File: src/rtl/irq_pkg.sv
// Shared types, vector constants and vector arithmetic for the interrupt
// arbiter / vector generator.
package irq_pkg;

  typedef bit [2:0] src_idx_type;

  localparam logic [15:0] VEC_NMI = 16'hFFFA;
  localparam logic [15:0] VEC_RES = 16'hFFFC;
  localparam logic [15:0] VEC_IRQ = 16'hFFFE;

  // Vector of source idx, counted downward from top; wraps modulo 2^16.
  function automatic logic [15:0] vec_of(input src_idx_type idx,
                                         input logic [15:0] top,
                                         input int unsigned stride);
    logic [31:0] off;
    off = stride * 32'(idx);
    return top - off[15:0];
  endfunction

endpackage

File: src/rtl/irq_vector_ctrl_if.sv
// Core-side bus of irq_vector_ctrl: raw lines, sample handshake, break result.
// Status outputs exist only when IRQ_VECTOR_CTRL_STATUS_EN is defined.
interface irq_vector_ctrl_if #(parameter int N_SRC = 2);
  logic [N_SRC-1:0] I_irq_n;
  logic             I_ready;
  logic             I_iflag;
  logic             I_sample;
  logic             O_take;
  logic             O_reset_seq;
  logic [15:0]      O_vector;
  logic [2:0]       O_src;
`ifdef IRQ_VECTOR_CTRL_STATUS_EN
  logic [N_SRC-1:0] O_pend;
  logic             O_nest;

  modport master (output I_irq_n, I_ready, I_iflag, I_sample,
                  input  O_take, O_reset_seq, O_vector, O_src, O_pend, O_nest);
  modport slave  (input  I_irq_n, I_ready, I_iflag, I_sample,
                  output O_take, O_reset_seq, O_vector, O_src, O_pend, O_nest);
`else
  modport master (output I_irq_n, I_ready, I_iflag, I_sample,
                  input  O_take, O_reset_seq, O_vector, O_src);
  modport slave  (input  I_irq_n, I_ready, I_iflag, I_sample,
                  output O_take, O_reset_seq, O_vector, O_src);
`endif
endinterface

File: src/rtl/irq_sync_edge.sv
// One interrupt line: input synchroniser followed by either a falling-edge
// pending latch or a plain active-low level decode.
module irq_sync_edge #(
  parameter int SYNC_STAGES = 2,
  parameter bit EDGE        = 1'b0
) (
  input  logic I_clock,
  input  logic I_reset,
  input  logic irq_n,
  input  logic clr,
  output logic pend
);

  logic [SYNC_STAGES-1:0] sync_p;
  logic                   s;

  // Synchroniser stages; idle level of an active-low line is 1
  always_ff @(posedge I_clock or negedge I_reset) begin
    if (!I_reset) begin
      sync_p <= '1;
    end else begin
      sync_p[0] <= irq_n;
      for (int k = 1; k < SYNC_STAGES; k++) sync_p[k] <= sync_p[k-1];
    end
  end

  assign s = sync_p[SYNC_STAGES-1];

  if (EDGE) begin : g_edge
    logic prev_p;
    logic pend_p;

    // A new edge beats a simultaneous clear so no edge is ever lost
    always_ff @(posedge I_clock or negedge I_reset) begin
      if (!I_reset) begin
        prev_p <= 1'b1;
        pend_p <= 1'b0;
      end else begin
        prev_p <= s;
        if (prev_p && !s)  pend_p <= 1'b1;
        else if (clr)      pend_p <= 1'b0;
      end
    end

    assign pend = pend_p;
  end else begin : g_level
    logic unused_clr;
    assign unused_clr = clr;
    assign pend       = ~s;
  end

endmodule

File: src/rtl/irq_vector_ctrl.sv
// Interrupt arbiter and vector generator for the 2A03-class core.
// Optional status outputs (O_pend, O_nest) under IRQ_VECTOR_CTRL_STATUS_EN.
module irq_vector_ctrl
  import irq_pkg::*;
#(
  parameter int               N_SRC       = 2,
  parameter logic [N_SRC-1:0] EDGE_MASK   = 2'b10,
  parameter logic [N_SRC-1:0] NMI_MASK    = 2'b10,
  parameter int               SYNC_STAGES = 2,
  parameter logic [15:0]      VEC_TOP     = VEC_IRQ,
  parameter int unsigned      VEC_STRIDE  = 4,
  parameter logic [15:0]      RES_VEC     = VEC_RES
) (
  input logic              I_clock,
  input logic              I_reset,
  irq_vector_ctrl_if.slave bus
);

  if (N_SRC < 1 || N_SRC > 8) begin : g_bad_n_src
    $error("irq_vector_ctrl: N_SRC must be in 1..8");
  end

  logic [N_SRC-1:0] pend, elig, clr;
  logic             any_elig, sample_ev, res_pend;
  src_idx_type      winner;

  for (genvar g = 0; g < N_SRC; g++) begin : g_src
    irq_sync_edge #(
      .SYNC_STAGES (SYNC_STAGES),
      .EDGE        (EDGE_MASK[g])
    ) u_sync_edge (
      .I_clock (I_clock),
      .I_reset (I_reset),
      .irq_n   (bus.I_irq_n[g]),
      .clr     (clr[g]),
      .pend    (pend[g])
    );
  end

  // Arbitration: highest eligible index wins; reset sequence outranks all
  always_comb begin
    elig      = pend & (NMI_MASK | {N_SRC{~bus.I_iflag}});
    any_elig  = |elig;
    sample_ev = bus.I_sample & bus.I_ready;
    winner    = '0;
    for (int i = 0; i < N_SRC; i++)
      if (elig[i]) winner = src_idx_type'(i);
    clr = '0;
    for (int i = 0; i < N_SRC; i++)
      clr[i] = sample_ev & ~res_pend & elig[i] & EDGE_MASK[i] & (winner == src_idx_type'(i));
  end

  logic        take_p1, reset_seq_p1;
  logic [15:0] vector_p1;
  src_idx_type src_p1;

  // Result stage: updated only on an accepted sample strobe
  always_ff @(posedge I_clock or negedge I_reset) begin
    if (!I_reset) begin
      res_pend     <= 1'b1;
      take_p1      <= 1'b0;
      reset_seq_p1 <= 1'b0;
      vector_p1    <= RES_VEC;
      src_p1       <= '0;
    end else if (sample_ev) begin
      if (res_pend) begin
        res_pend     <= 1'b0;
        take_p1      <= 1'b1;
        reset_seq_p1 <= 1'b1;
        vector_p1    <= RES_VEC;
        src_p1       <= '0;
      end else if (any_elig) begin
        take_p1      <= 1'b1;
        reset_seq_p1 <= 1'b0;
        vector_p1    <= vec_of(winner, VEC_TOP, VEC_STRIDE);
        src_p1       <= winner;
      end else begin
        take_p1      <= 1'b0;
        reset_seq_p1 <= 1'b0;
        vector_p1    <= VEC_TOP;
        src_p1       <= '0;
      end
    end
  end

  assign bus.O_take      = take_p1;
  assign bus.O_reset_seq = reset_seq_p1;
  assign bus.O_vector    = vector_p1;
  assign bus.O_src       = src_p1;

`ifdef IRQ_VECTOR_CTRL_STATUS_EN
  logic [N_SRC-1:0] pend_p1;
  logic             nest_p1;
  logic [3:0]       n_elig;

  always_comb begin
    n_elig = '0;
    for (int i = 0; i < N_SRC; i++) n_elig = n_elig + 4'(elig[i]);
  end

  // Status stage: nest means another eligible source is left behind the taken one
  always_ff @(posedge I_clock or negedge I_reset) begin
    if (!I_reset) begin
      pend_p1 <= '0;
      nest_p1 <= 1'b0;
    end else begin
      pend_p1 <= pend;
      if (sample_ev) nest_p1 <= res_pend ? any_elig : (n_elig >= 4'd2);
    end
  end

  assign bus.O_pend = pend_p1;
  assign bus.O_nest = nest_p1;
`endif

endmodule

File: src/flat_wrapper.sv
// flat-port wrapper written by rule: the top's interface ports become plain ports
module irq_vector_ctrl_flat import irq_pkg::*;
#(
  parameter int               N_SRC       = 2,
  parameter logic [N_SRC-1:0] EDGE_MASK   = 2'b10,
  parameter logic [N_SRC-1:0] NMI_MASK    = 2'b10,
  parameter int               SYNC_STAGES = 2,
  parameter logic [15:0]      VEC_TOP     = VEC_IRQ,
  parameter int unsigned      VEC_STRIDE  = 4,
  parameter logic [15:0]      RES_VEC     = VEC_RES
)
  (I_clock, I_reset, bus_I_irq_n, bus_I_ready, bus_I_iflag, bus_I_sample, bus_O_take, bus_O_reset_seq, bus_O_vector, bus_O_src);
  irq_vector_ctrl_if #(.N_SRC(N_SRC)) bus_i ();
  input logic I_clock;
  input logic I_reset;
  input wire logic [$bits(bus_i.I_irq_n)-1:0] bus_I_irq_n;
  input wire logic [$bits(bus_i.I_ready)-1:0] bus_I_ready;
  input wire logic [$bits(bus_i.I_iflag)-1:0] bus_I_iflag;
  input wire logic [$bits(bus_i.I_sample)-1:0] bus_I_sample;
  output wire logic [$bits(bus_i.O_take)-1:0] bus_O_take;
  output wire logic [$bits(bus_i.O_reset_seq)-1:0] bus_O_reset_seq;
  output wire logic [$bits(bus_i.O_vector)-1:0] bus_O_vector;
  output wire logic [$bits(bus_i.O_src)-1:0] bus_O_src;
  assign bus_i.I_irq_n = bus_I_irq_n;
  assign bus_i.I_ready = bus_I_ready;
  assign bus_i.I_iflag = bus_I_iflag;
  assign bus_i.I_sample = bus_I_sample;
  assign bus_O_take = bus_i.O_take;
  assign bus_O_reset_seq = bus_i.O_reset_seq;
  assign bus_O_vector = bus_i.O_vector;
  assign bus_O_src = bus_i.O_src;
  irq_vector_ctrl #(.N_SRC(N_SRC), .EDGE_MASK(EDGE_MASK), .NMI_MASK(NMI_MASK), .SYNC_STAGES(SYNC_STAGES), .VEC_TOP(VEC_TOP), .VEC_STRIDE(VEC_STRIDE), .RES_VEC(RES_VEC)) u_core (.I_clock(I_clock), .I_reset(I_reset), .bus(bus_i));
endmodule
File: config.mk
export PLATFORM = sky130hd
export DESIGN_NAME = irq_vector_ctrl_flat
export DESIGN_NICKNAME = d
export VERILOG_FILES = /design/src/rtl/irq_pkg.sv /design/src/rtl/irq_vector_ctrl_if.sv /design/src/rtl/irq_sync_edge.sv /design/src/rtl/irq_vector_ctrl.sv /design/src/flat_wrapper.sv
export SDC_FILE = /design/constraint.sdc
export NUM_CORES = 1
export LEC_CHECK = 0
export ABC_AREA = 1
export BUFFER_PORTS_ARGS = -buffer_cell sky130_fd_sc_hd__clkbuf_2
export CAP_MARGIN = 20
export CORE_AREA = 2 2 39 41
export DETAILED_ROUTE_END_ITERATION = 10
export DIE_AREA = 0 0 41 43
export PLACE_DENSITY = 0.84
export SLEW_MARGIN = 5
export SYNTH_ARGS = -nofsm -noshare
export SYNTH_HDL_FRONTEND = slang
export SYNTH_SLANG_ARGS = --single-unit
File: constraint.sdc
create_clock -name I_clock -period 1.5 [get_ports I_clock]
set_input_delay 0 -clock I_clock [delete_from_list [all_inputs] [get_ports I_clock]]
set_output_delay 0 -clock I_clock [all_outputs]
set_load 0.005 [all_outputs]
Word level (Yosys, flattened, before mapping) --
Cells that the tools add are included. Widths: inputs -> output; s select.
Storage, ports and cells: bits in registers 28, bits in latches 0, bits in writable memories 0, bits in read-only memories 0, input port bits 7, output and inout bits 21, logic and storage cells 33, memories kept 0
Operators by class: add/sub/neg operators 1, $mul 0, div/mod/pow operators 0, $lt $le $gt $ge 0, equality and inequality tests 1, shift-type cells 0, mux-type cells 10, bitwise gates (word level) 8, reduce and logical (&&, ||, !) cells 4
Operators with widths (number):
- $mux 16 | 2
- $sub 2x6->7 const A | 1
- $mux 1 | 6
- $mux 3 | 2
- $and 1x1->1 | 4
- $eq 3x1->1 const B | 1
- $not 1->1 | 3
- $and 2x2->2 | 1
- $reduce_bool 2->1 | 1
- $reduce_or 2->1 | 1
- $logic_and 1x1->1 | 1
- $logic_not 1->1 | 1

Depth between registers and ports, before layout --
Gate-level depths: netlist of the first run.
depth after elaboration 7, depth in mapped cells 4

Cells and area by module --
A second synthesis of the first run with hierarchy kept.
Second synthesis, totals: cells, all modules 56, area, all modules 548.0 sq um
By module, submodules not included:
- irq_vector_ctrl | instances 1, cells an instance 44, area each 369.1 sq um, seq. area each 152.6 sq um
- irq_sync_edge at u_core.g_src[1].u_sync_edge | instances 1, cells an instance 9, area each 122.6 sq um, seq. area each 103.8 sq um
- irq_sync_edge at u_core.g_src[0].u_sync_edge | instances 1, cells an instance 3, area each 56.3 sq um, seq. area each 52.6 sq um

Worst setup path before layout of the first run --
No wires, ideal clock.
path kind register -> register, start reg u_core.res_pend, end reg u_core.src_p1[0], in the netlist u_core.bus.O_src[0], setup time 0.117 ns, arrival 0.696 ns, data required time 1.383 ns, slack 0.686 ns, stages on the path, launching flop included 4, buffers on the path 0, clock period less this slack 0.814 ns, cell sequence dfstp_2 > inv_1 > nand2_2 > o21ai_2
Between the ends: cells in the longest elaborated chain, start to end 1
Ends and longest elaborated chain:
- from (decl) | RTL line irq_vector_ctrl.sv:24 | logic any_elig, sample_ev, res_pend;
- from (signal assigned) | RTL line irq_vector_ctrl.sv:60 | res_pend <= 1'b1;
- from (signal assigned) | RTL line irq_vector_ctrl.sv:67 | res_pend <= 1'b0;
- $mux 3 | RTL line irq_vector_ctrl.sv:66 | if (res_pend) begin
- to (signal assigned) | RTL line irq_vector_ctrl.sv:76 | src_p1 <= winner;
- to (decl) | RTL line irq_vector_ctrl.sv:55 | src_idx_type src_p1;
No other way between the ends. A chain may end at the register's enable or synchronous reset.

Worst setup path in the final report of the first run --
start reg u_core.vector_p1[2], in the netlist u_core.bus.O_vector[2], end out bus_O_vector[2]
RTL lines:
- from (decl) | RTL line irq_vector_ctrl.sv:54 | logic [15:0] vector_p1;
- from (signal assigned) | RTL line irq_vector_ctrl.sv:75 | vector_p1 <= vec_of(winner, VEC_TOP, VEC_STRIDE);
- to (decl) | RTL line flat_wrapper.sv:22 | output wire logic [$bits(bus_i.O_vector)-1:0] bus_O_vector;
No word-level cell between the ends.

==> results of run 1 <==
-- worst min-delay path: cells and delay by family --
family | cells | cell delay [ns]
buffers and inverters | 1 | 0.07
and+or+nand+nor | 2 | 0.13
AOI/OAI and AO/OA | 1 | 0.06
-- logic make-up (layout without fill, tap and decap cells) --
family                 after synthesis  after routing  share of synthesized area
buffers and inverters               20             22                      0.250
AND/OR/NAND/NOR                     14             14                      0.118
AO/OA/AOI/OAI                        4              4                     0.0568
other                                2             16                     0.0136
flip-flops                          12             12                      0.561
-- state kept, by name (all words and copies together) (netlist names) --
| register | cells |
|---|---|
| u_core.bus.O_reset_seq | 1 |
| u_core.bus.O_src | 1 |
| u_core.bus.O_take | 1 |
| u_core.bus.O_vector | 2 |
| u_core.g_src.u_sync_edge.g_edge.prev_p | 1 |
| u_core.g_src.u_sync_edge.pend | 1 |
| u_core.g_src.u_sync_edge.sync_p | 4 |
| u_core.res_pend | 1 |
-- synthesized netlist by cell type --
cell type | count | share of area
nand2_2 | 2 | 0.023
dfstp_2 | 7 | 0.33
nor2_4 | 1 | 0.020
inv_1 | 3 | 0.020
buf_4 | 16 | 0.22
nand2_1 | 4 | 0.027
a21oi_2 | 2 | 0.032
conb_1 | 2 | 0.014
nor2_1 | 7 | 0.048
o21ai_2 | 1 | 0.016
o21ai_1 | 1 | 0.0091
inv_4 | 1 | 0.011
dfrtp_1 | 5 | 0.23
-- final cells by class --
type / count / area share
multi-input cells: 34 / 0.251
well taps: 16 / 0.0321
flip-flops and latches: 12 / 0.495
clock buffers: 4 / 0.0581
repair buffers: 14 / 0.136
inverters: 4 / 0.0281
-- metrics by stage --
step                      area (um2)  worst slack [ns]
after global placement           558             0.684
after global routing             624             0.556
after detailed placement         558             0.660
after floorplan                  603             0.686
after CTS                        624             0.583
final                            624             0.602
-- power groups by stage --
stage	clock network (uW)	registers, uW	logic [uW]
after detailed placement	0	385	87.6
after floorplan	0	385	75.9
final	249	379	93.1
after CTS	262	380	93.9
after global placement	0	383	85.0
after global routing	282	383	108
-- per-layer routing --
layer / routed length [um] / part of all wire / up-vias / track usage
met1: 276 / 0.36 / 153 / 0.128
li1: - / - / 155 / -
met5: 0 / 0 / - / 0
met3: 74 / 0.096 / 0 / 0.0314
met2: 418 / 0.54 / 18 / 0.163
met4: 0 / 0 / 0 / 0.0800
-- worst max path at each step --
| stage | start | endpoint | slack, ns | cells after the start |
|---|---|---|---|---|
| 6_report | u_core.bus.O_vector[2]$_DFFE_PN1P_ | bus_O_vector[2] | 0.60 | 1 |
| 2_1_floorplan | u_core.res_pend$_DFFE_PN1P_ | u_core.bus.O_src[0]$_DFFE_PN0P_ | 0.69 | 3 |
| 3_3_place_gp | u_core.res_pend$_DFFE_PN1P_ | u_core.bus.O_src[0]$_DFFE_PN0P_ | 0.68 | 3 |
| 4_1_cts | u_core.bus.O_vector[2]$_DFFE_PN1P_ | bus_O_vector[2] | 0.58 | 1 |
| 5_1_grt | u_core.bus.O_vector[2]$_DFFE_PN1P_ | bus_O_vector[2] | 0.56 | 1 |
| 3_5_place_dp | u_core.res_pend$_DFFE_PN1P_ | u_core.bus.O_vector[1]$_DFFE_PN0P_ | 0.66 | 3 |
-- repair_timing --
action / in CTS / in global routing
hold endpoints to repair: 14 / 0
hold buffers: 3 / 0
setup endpoints to repair: 0 / 0
==> flow_summary.yaml, run 1 <==
outcome:
  status: "complete, no violations"
pwr:
  clockPowerShare: 0.345
  switching_power_uw: 170
  p_seq_frac: 0.525
  power.share.combinational: 0.129
  peakVddDrop_mv: 0.551
  p_total_uw: 721
  swShare: 0.236
  power.density_nw_per_um2: 1150
  p_int_uw: 551
  p_leak_uw: 0.000320
final_layout:
  regArea_um2: 309
  final_common_cell: "conb_1"
  fin_util: 0.451
  synthToLayoutAreaGrowth_pct: 13.4
  diodes: 0
  drive_gt1_frac: 0.426
  fill_cells: 139
  fin_cells: 84
  layout_common_cells: "16 x conb_1, 11 x clkbuf_2, 7 x nor2_1, 7 x dfstp_2, 5 x dfrtp_1"
  multiInputGateArea_um2: 156
  nNetsFinal: 76
critical_path:
  start_kind: "flip-flop"
  slowest_stage: "dfstp_2"
  path_buf_inv: 1
  r2r_cells: 3
  max_stage_delay_ns: 0.53
  cp_max_fo: 2
  cp_cell_sequence: "clkbuf_2"
  arrival_ns: 0.90
  rrSetupSlack_ns: 0.65
  cp_top_family: "flip-flops"
  r2r_end: "u_core.bus.O_vector[1]$_DFFE_PN0P_"
  end_kind: "primary output"
  critPathKind: "reg -> out"
  required_ns: 1.50
  r2r-start: "u_core.res_pend$_DFFE_PN1P_"
die:
  fp.dieW_um: 41
  die_h_um: 43
  dieArea_um2: 1760
  rows: 14
  core_area_um2: 1380
  start_util: 0.398
  pin_count: 28
sta:
  rsz0062_at_grt: "false"
  fin_skew_ns: 0.000529
  layout_worst_path_cycle_share: 0.598
  finalCriticalPeriod_ns: 0.898
  maxSlewViolCount: 0
  whs_ns: 0.0372
  fmax_mhz: 1110
  setup_tns_ns: 0
  finalHoldViolCount: 0
  finalSetupViolCount: 0
global_route:
  grt_max_degree: 13
  grt_usage: 0.110
  antenna_found_initial: 0
  grt_first_pass_wirelength_mm: 1.26
  grt_overflow: 0
  grt_pass1_vias: 326
detailed_routing:
  drt-initial-drc-count: 0
  drcViolationCount: 0
  antenna_left: 0
  via_per_inst: 3.88
  dr.pass1.iters: 1
  num_vias: 326
  routed_wl_um: 769
  wl_per_cell_um: 9.15
clock_network:
  cts_tree: "built"
  clk_pin_slew_ns: 0.07
  ctsLongestPathBuffers: 2
  postCtsSetupBuffers: 0
  cts_buffers: 3
  cts_sinks: 12
  clockRootBuffer: "clkbuf_4"
  h-tree-depth: 1
  postCtsResizedCells: 0
  clock_latency_ns: 0.26
hold_path:
  min_path_type: "in -> reg"
  hold_end: "u_core.bus.O_take$_DFFE_PN0P_"
  hp-start: "bus_I_iflag"
  worstHoldPathCells: 4
synth:
  synth_cell_types: 13
  yosysSeqAreaShare: 0.561
  postSynthCellCount: 52
  ys_ff_latch: 12
  synth_warnings: 0
  netlist_area_um2: 551
  avgSynthCellArea_um2: 10.6
placement:
  place.detailed.hpwl_um: 539
  placed_cells: 77
  place.gp.congestion: 0.747
  io_buffers: 11
flow_run:
  maxCapViolations: 0
No activity file was read; power rests on OpenSTA's default activity.
==> run 2, diff against run 1 <==
--- a/config.mk
+++ b/config.mk
@@ -8,10 +8,10 @@
 export ABC_AREA = 1
 export BUFFER_PORTS_ARGS = -buffer_cell sky130_fd_sc_hd__clkbuf_2
 export CAP_MARGIN = 20
-export CORE_AREA = 2 2 39 41
+export CORE_AREA = 2 2 40 42
 export DETAILED_ROUTE_END_ITERATION = 10
-export DIE_AREA = 0 0 41 43
-export PLACE_DENSITY = 0.84
+export DIE_AREA = 0 0 42 44
+export PLACE_DENSITY = 0.8
 export SLEW_MARGIN = 5
 export SYNTH_ARGS = -nofsm -noshare
 export SYNTH_HDL_FRONTEND = slang
==> constraint.sdc (replaced) <==
create_clock -name I_clock -period 0.9 [get_ports I_clock]
set_input_delay 0 -clock I_clock [delete_from_list [all_inputs] [get_ports I_clock]]
set_output_delay 0 -clock I_clock [all_outputs]
set_load 0.005 [all_outputs]
==> flow_summary.yaml, run 2 (same netlist as run 1, synthesis figures left out) <==
outcome:
  status: "finished with violations"
  violations: "negative setup slack"
pwr:
  peakVddDrop_mv: 0.899
  p_seq_frac: 0.526
  power.share.combinational: 0.127
  swShare: 0.236
  clockPowerShare: 0.347
  power.density_nw_per_um2: 1920
  p_int_uw: 918
  p_leak_uw: 0.000320
  switching_power_uw: 283
detailed_routing:
  dr.pass1.iters: 1
  num_vias: 315
  antenna_left: 0
  wl_per_cell_um: 8.00
  drcViolationCount: 0
  routed_wl_um: 672
  via_per_inst: 3.75
  drt-initial-drc-count: 0
placement:
  placed_area_um2: 558
  io_buffers: 11
  post-place-ws_ns: 0.0631
  place.gp.congestion: 0.736
  placed_cells: 77
  place.detailed.hpwl_um: 518
critical_path:
  slowest_stage: "dfstp_2"
  max_stage_delay_ns: 0.53
  required_ns: 0.90
  cp_max_fo: 2
  r2r_cells: 3
  r2r_end: "u_core.bus.O_src[0]$_DFFE_PN0P_"
  r2r-start: "u_core.res_pend$_DFFE_PN1P_"
  path_buf_inv: 1
  arrival_ns: 0.90
  start_kind: "flip-flop"
  critPathKind: "reg -> out"
  rrSetupSlack_ns: 0.06
  cp_top_family: "flip-flops"
  end_kind: "primary output"
  cp_cell_sequence: "clkbuf_2"
sta:
  finalHoldViolCount: 0
  rsz0062_at_grt: "true"
  whs_ns: 0.0430
  maxSlewViolCount: 0
  fmax_mhz: 1110
  fin_skew_ns: 0.00364
  layout_worst_path_cycle_share: 1.00
  finalSetupViolCount: 1
  finalCriticalPeriod_ns: 0.902
  finalWorstSetupSlack_ns: -0.00243
  setup_tns_ns: -0.00243
final_layout:
  nNetsFinal: 76
  drive_gt1_frac: 0.426
  largest_register: "u_core.g_src.u_sync_edge.sync_p"
  fill_cells: 143
  final_common_cell: "conb_1"
  layout_common_cells: "16 x conb_1, 11 x clkbuf_2, 7 x nor2_1, 7 x dfstp_2, 5 x dfrtp_1"
  largest_reg_flops: 4
  fin_cells: 84
  diodes: 0
  design_area_um2: 624
  synthToLayoutAreaGrowth_pct: 13.4
clock_network:
  clk_pin_slew_ns: 0.08
  postCtsResizedCells: 0
  cts_buffers: 3
  ctsLongestPathBuffers: 2
  postCtsSetupBuffers: 0
  clockRootBuffer: "clkbuf_4"
  cts_sinks: 12
  h-tree-depth: 1
  clock_latency_ns: 0.27
  cts_tree: "built"
hold_path:
  hp-start: "bus_I_ready"
  min_path_type: "in -> reg"
  worstHoldPathCells: 4
  hold_end: "u_core.res_pend$_DFFE_PN1P_"
die:
  die_h_um: 44
  rows: 14
  start_util: 0.388
  dieArea_um2: 1850
  fp.dieW_um: 42
  pin_count: 28
  core_area_um2: 1420
global_route:
  grtUsageMet1: 0.100
  grt_pass1_vias: 286
  grt_first_pass_wirelength_mm: 1.11
  grt.busiest_layer: "met2"
  grt_max_degree: 13
  grt_overflow: 0
  gr-usage-met3: 0.0375
  grt_usage: 0.0841
  antenna_found_initial: 0
  use_met2: 0.122
flow_run:
  maxCapViolations: 0
run 2: cell counts in the layout (fill, tap and decap cells not counted):
Identical to the previous run, type by type.
run 2: how the worst max path moves through the flow:
stage | from | end | cells after the start | slack, ns
2_1_floorplan | u_core.res_pend$_DFFE_PN1P_ | u_core.bus.O_src[0]$_DFFE_PN0P_ | 3 | 0.09
3_3_place_gp | u_core.res_pend$_DFFE_PN1P_ | u_core.bus.O_src[0]$_DFFE_PN0P_ | 3 | 0.08
6_report | u_core.bus.O_vector[2]$_DFFE_PN1P_ | bus_O_vector[2] | 1 | -0.002
3_5_place_dp | u_core.res_pend$_DFFE_PN1P_ | u_core.bus.O_src[0]$_DFFE_PN0P_ | 3 | 0.06
4_1_cts | u_core.bus.O_vector[2]$_DFFE_PN1P_ | bus_O_vector[2] | 1 | -0.02
5_1_grt | u_core.bus.O_vector[2]$_DFFE_PN1P_ | bus_O_vector[2] | 1 | -0.03
run 2: power groups by stage:
stage | Clock [uW] | Sequential (uW) | Combinational [uW]
2_1_floorplan | 0 | 641 | 127
3_3_place_gp | 0 | 639 | 142
3_5_place_dp | 0 | 641 | 145
4_1_cts | 437 | 632 | 155
5_1_grt | 459 | 638 | 175
6_report | 417 | 632 | 152
run 2: stage by stage:
step,utilization,total power (uW)
floorplan,-,768
global placement,0.393,781
detailed placement,0.393,786
CTS,0.440,1220
global route,0.440,1270
finish,0.440,1200
run 2: layout make-up:
cell class / instances / area (um2) / area share
flip-flops and latches: 12 / 309 / 0.495
multi-input cells: 34 / 156 / 0.251
repair buffers: 14 / 85.1 / 0.136
clock buffers: 4 / 36.3 / 0.0581
well taps: 16 / 20.0 / 0.0321
inverters: 4 / 17.5 / 0.0281
run 2: repair_timing:
| item | CTS | global route |
|---|---|---|
| hold endpoints to repair | 14 | 0 |
| setup endpoints to repair | 1 | 1 |
| hold buffers | 3 | 0 |
run 2: per-layer routing:
| layer | vias up | share of wire |
|---|---|---|
| met5 | - | 0 |
| met4 | 0 | 0 |
| met3 | 0 | 0.12 |
| met2 | 20 | 0.48 |
| met1 | 139 | 0.40 |
| li1 | 156 | - |
==> run 3, diff against run 2 <==
--- a/config.mk
+++ b/config.mk
@@ -5,13 +5,12 @@
 export SDC_FILE = /design/constraint.sdc
 export NUM_CORES = 1
 export LEC_CHECK = 0
-export ABC_AREA = 1
 export BUFFER_PORTS_ARGS = -buffer_cell sky130_fd_sc_hd__clkbuf_2
 export CAP_MARGIN = 20
-export CORE_AREA = 2 2 40 42
+export CORE_AREA = 2 2 39 41
 export DETAILED_ROUTE_END_ITERATION = 10
-export DIE_AREA = 0 0 42 44
-export PLACE_DENSITY = 0.8
+export DIE_AREA = 0 0 41 43
+export PLACE_DENSITY = 0.83
 export SLEW_MARGIN = 5
 export SYNTH_ARGS = -nofsm -noshare
 export SYNTH_HDL_FRONTEND = slang
==> flow_summary.yaml, run 3 <==
synth:
  netlist_area_um2: 538
  synth_warnings: 0
  synth_cell_types: 15
  synth_edf_count: 0
  avgSynthCellArea_um2: 12.2
  yosys-top-cells-area: "dfstp_2 34%, dfrtp_1 23%, buf_4 22%"
  yosysTopAreaCellShare: 0.342
  yosysMostFrequentCell: "buf_4"
  yosysSeqAreaShare: 0.574
  synth_commonest_cells: "16 x buf_4, 7 x dfstp_2, 5 x dfrtp_1"
  ys_ff_latch: 12
  async_reset_ff_frac: 1.00
  synth_largest_area_cell: "dfstp_2"
  postSynthCellCount: 44
  synth_ff_type: "dfstp_2"
final_layout:
  largest_reg_flops: 4
  final_common_cell: "conb_1"
  fill_cells: 133
  nNetsFinal: 72
  diodes: 0
  fin_util: 0.461
  drive_gt1_frac: 0.516
  synthToLayoutAreaGrowth_pct: 18.6
  largest_register: "u_core.g_src.u_sync_edge.sync_p"
  layout_common_cells: "16 x conb_1, 11 x clkbuf_2, 7 x dfstp_2"
detailed_routing:
  drcViolationCount: 0
  via_per_inst: 4.25
  antenna_left: 0
  dr.pass1.iters: 1
  num_vias: 340
  routed_wl_um: 761
  drt-initial-drc-count: 0
  wl_per_cell_um: 9.51
global_route:
  grt_first_pass_wirelength_mm: 1.21
  grt_max_degree: 13
  grt_pass1_vias: 313
  antenna_found_initial: 0
  grt_overflow: 0
  grt_usage: 0.107
pwr:
  switching_power_uw: 254
  p_int_uw: 852
  p_seq_frac: 0.557
  power.density_nw_per_um2: 1730
  power.share.combinational: 0.144
  p_total_uw: 1110
  swShare: 0.229
  p_leak_uw: 0.000331
  clockPowerShare: 0.299
  peakVddDrop_mv: 1.31
placement:
  place.gp.congestion: 0.677
  io_buffers: 11
  place.detailed.hpwl_um: 525
die:
  rows: 14
  start_util: 0.389
  core_area_um2: 1380
  fp.dieW_um: 41
  dieArea_um2: 1760
  die_h_um: 43
  pin_count: 28
sta:
  layout_worst_path_cycle_share: 1.17
  rsz0062_at_grt: "true"
  finalSetupViolCount: 5
  maxSlewViolCount: 0
  finalHoldViolCount: 0
  finalCriticalPeriod_ns: 1.06
  finalWorstSetupSlack_ns: -0.157
  fin_skew_ns: 0.00525
  fmax_mhz: 946
clock_network:
  cts_sinks: 12
  clock_latency_ns: 0.26
  clk_pin_slew_ns: 0.07
  cts_buffers: 3
  cts_tree: "built"
  ctsLongestPathBuffers: 2
  h-tree-depth: 1
  clockRootBuffer: "clkbuf_4"
hold_path:
  min_path_type: "in -> reg"
critical_path:
  start_kind: "flip-flop"
  cp_max_fo: 4
  end_kind: "flip-flop"
  required_ns: 1.06
  arrival_ns: 1.22
  rrSetupSlack_ns: -0.16
  critPathKind: "reg -> reg"
outcome:
  status: "finished with violations"
  violations: "negative setup slack"
flow_run:
  maxCapViolations: 0
-- run 3: cell types whose count changed in the layout (fill, tap and decap cells not counted), moves of 2 or more --
| cell | before | now |
|---|---|---|
| a21o_2 | 0 | 2 |
| a21oi_1 | 0 | 2 |
| buf_4 | 0 | 4 |
| nand2_1 | 4 | 0 |
| nor2_1 | 7 | 1 |
| a21oi_2 | 2 | 0 |
-- run 3: repair_timing --
action / in CTS / in global routing
endpoints found under the setup margin: 6 / 6
setup buffers: 1 / 1
endpoints found under the hold margin: 14 / 0
hold buffers: 3 / 0
resized for setup: 0 / 1
-- run 3: layout make-up --
class,count,area (um2),area share
Sequential cell,12,309,0.484
Tap cell,16,20.0,0.0314
Clock buffer,4,26.3,0.0412
Multi-Input combinational cell,28,160,0.251
Timing Repair Buffer,18,115,0.180
Inverter,2,7.51,0.0118
-- run 3: power by group through the flow --
stage          combinational [uW]  sequential (uW)  clock, uW
2_1_floorplan                 109              628          0
3_3_place_gp                  128              624          0
3_5_place_dp                  131              626          0
4_1_cts                       154              617        343
5_1_grt                       181              623        376
6_report                      159              616        330
-- run 3: logic make-up (layout without fill, tap and decap cells) --
group,Yosys count,in the layout,synth area share
DFF,12,12,0.574
muxes,1,1,0.0209
and+or+nand+nor,4,4,0.0512
AOI/OAI and AO/OA,7,7,0.102
other,2,16,0.0140
buffers and inverters,18,24,0.237
-- run 3: final timing paths --
| kind | startpoint | endpoint | cells after the start |
|---|---|---|---|
| setup reg to reg | u_core.res_pend$_DFFE_PN1P_ | u_core.bus.O_src[0]$_DFFE_PN0P_ | 2 |
| max in group asynchronous | I_reset | u_core.g_src[0].u_sync_edge.sync_p[1]$_DFF_PN1_ | 2 |
| hold reg to reg | u_core.g_src[0].u_sync_edge.sync_p[0]$_DFF_PN1_ | u_core.g_src[0].u_sync_edge.sync_p[1]$_DFF_PN1_ | 0 |
| hold / removal | bus_I_ready | u_core.bus.O_vector[2]$_DFFE_PN1P_ | 3 |
| min in group asynchronous | I_reset | u_core.bus.O_vector[1]$_DFFE_PN0P_ | 2 |
| setup / recovery | u_core.res_pend$_DFFE_PN1P_ | u_core.bus.O_src[0]$_DFFE_PN0P_ | 2 |
-- run 3: through the flow --
stage	cells	setup TNS (ns)	worst slack [ns]	area (um2)	hold WS, ns
5_1_grt	80	-0.730	-0.177	638	0.0465
6_report	80	-0.582	-0.157	638	0.0479
3_3_place_gp	71	-0.399	-0.137	561	-0.114
3_5_place_dp	71	-0.437	-0.149	561	-0.106
4_1_cts	79	-0.522	-0.167	624	0.0400
2_1_floorplan	58	-0.356	-0.149	591	-0.296
-- run 3: routing by layer --
layer,vias to the layer above,global-route usage,part of all wire,wire [um]
met1,160,0.113,0.38,290
li1,153,-,-,-
met4,0,0.0400,0,0
met2,27,0.159,0.48,365
met5,-,0,0,0
met3,0,0.0785,0.14,105
-- run 3: critical path: stages (launching register included) --
cell,delay [ns]
dfstp_2,0.52
and3b_2,0.23
a22o_2,0.21
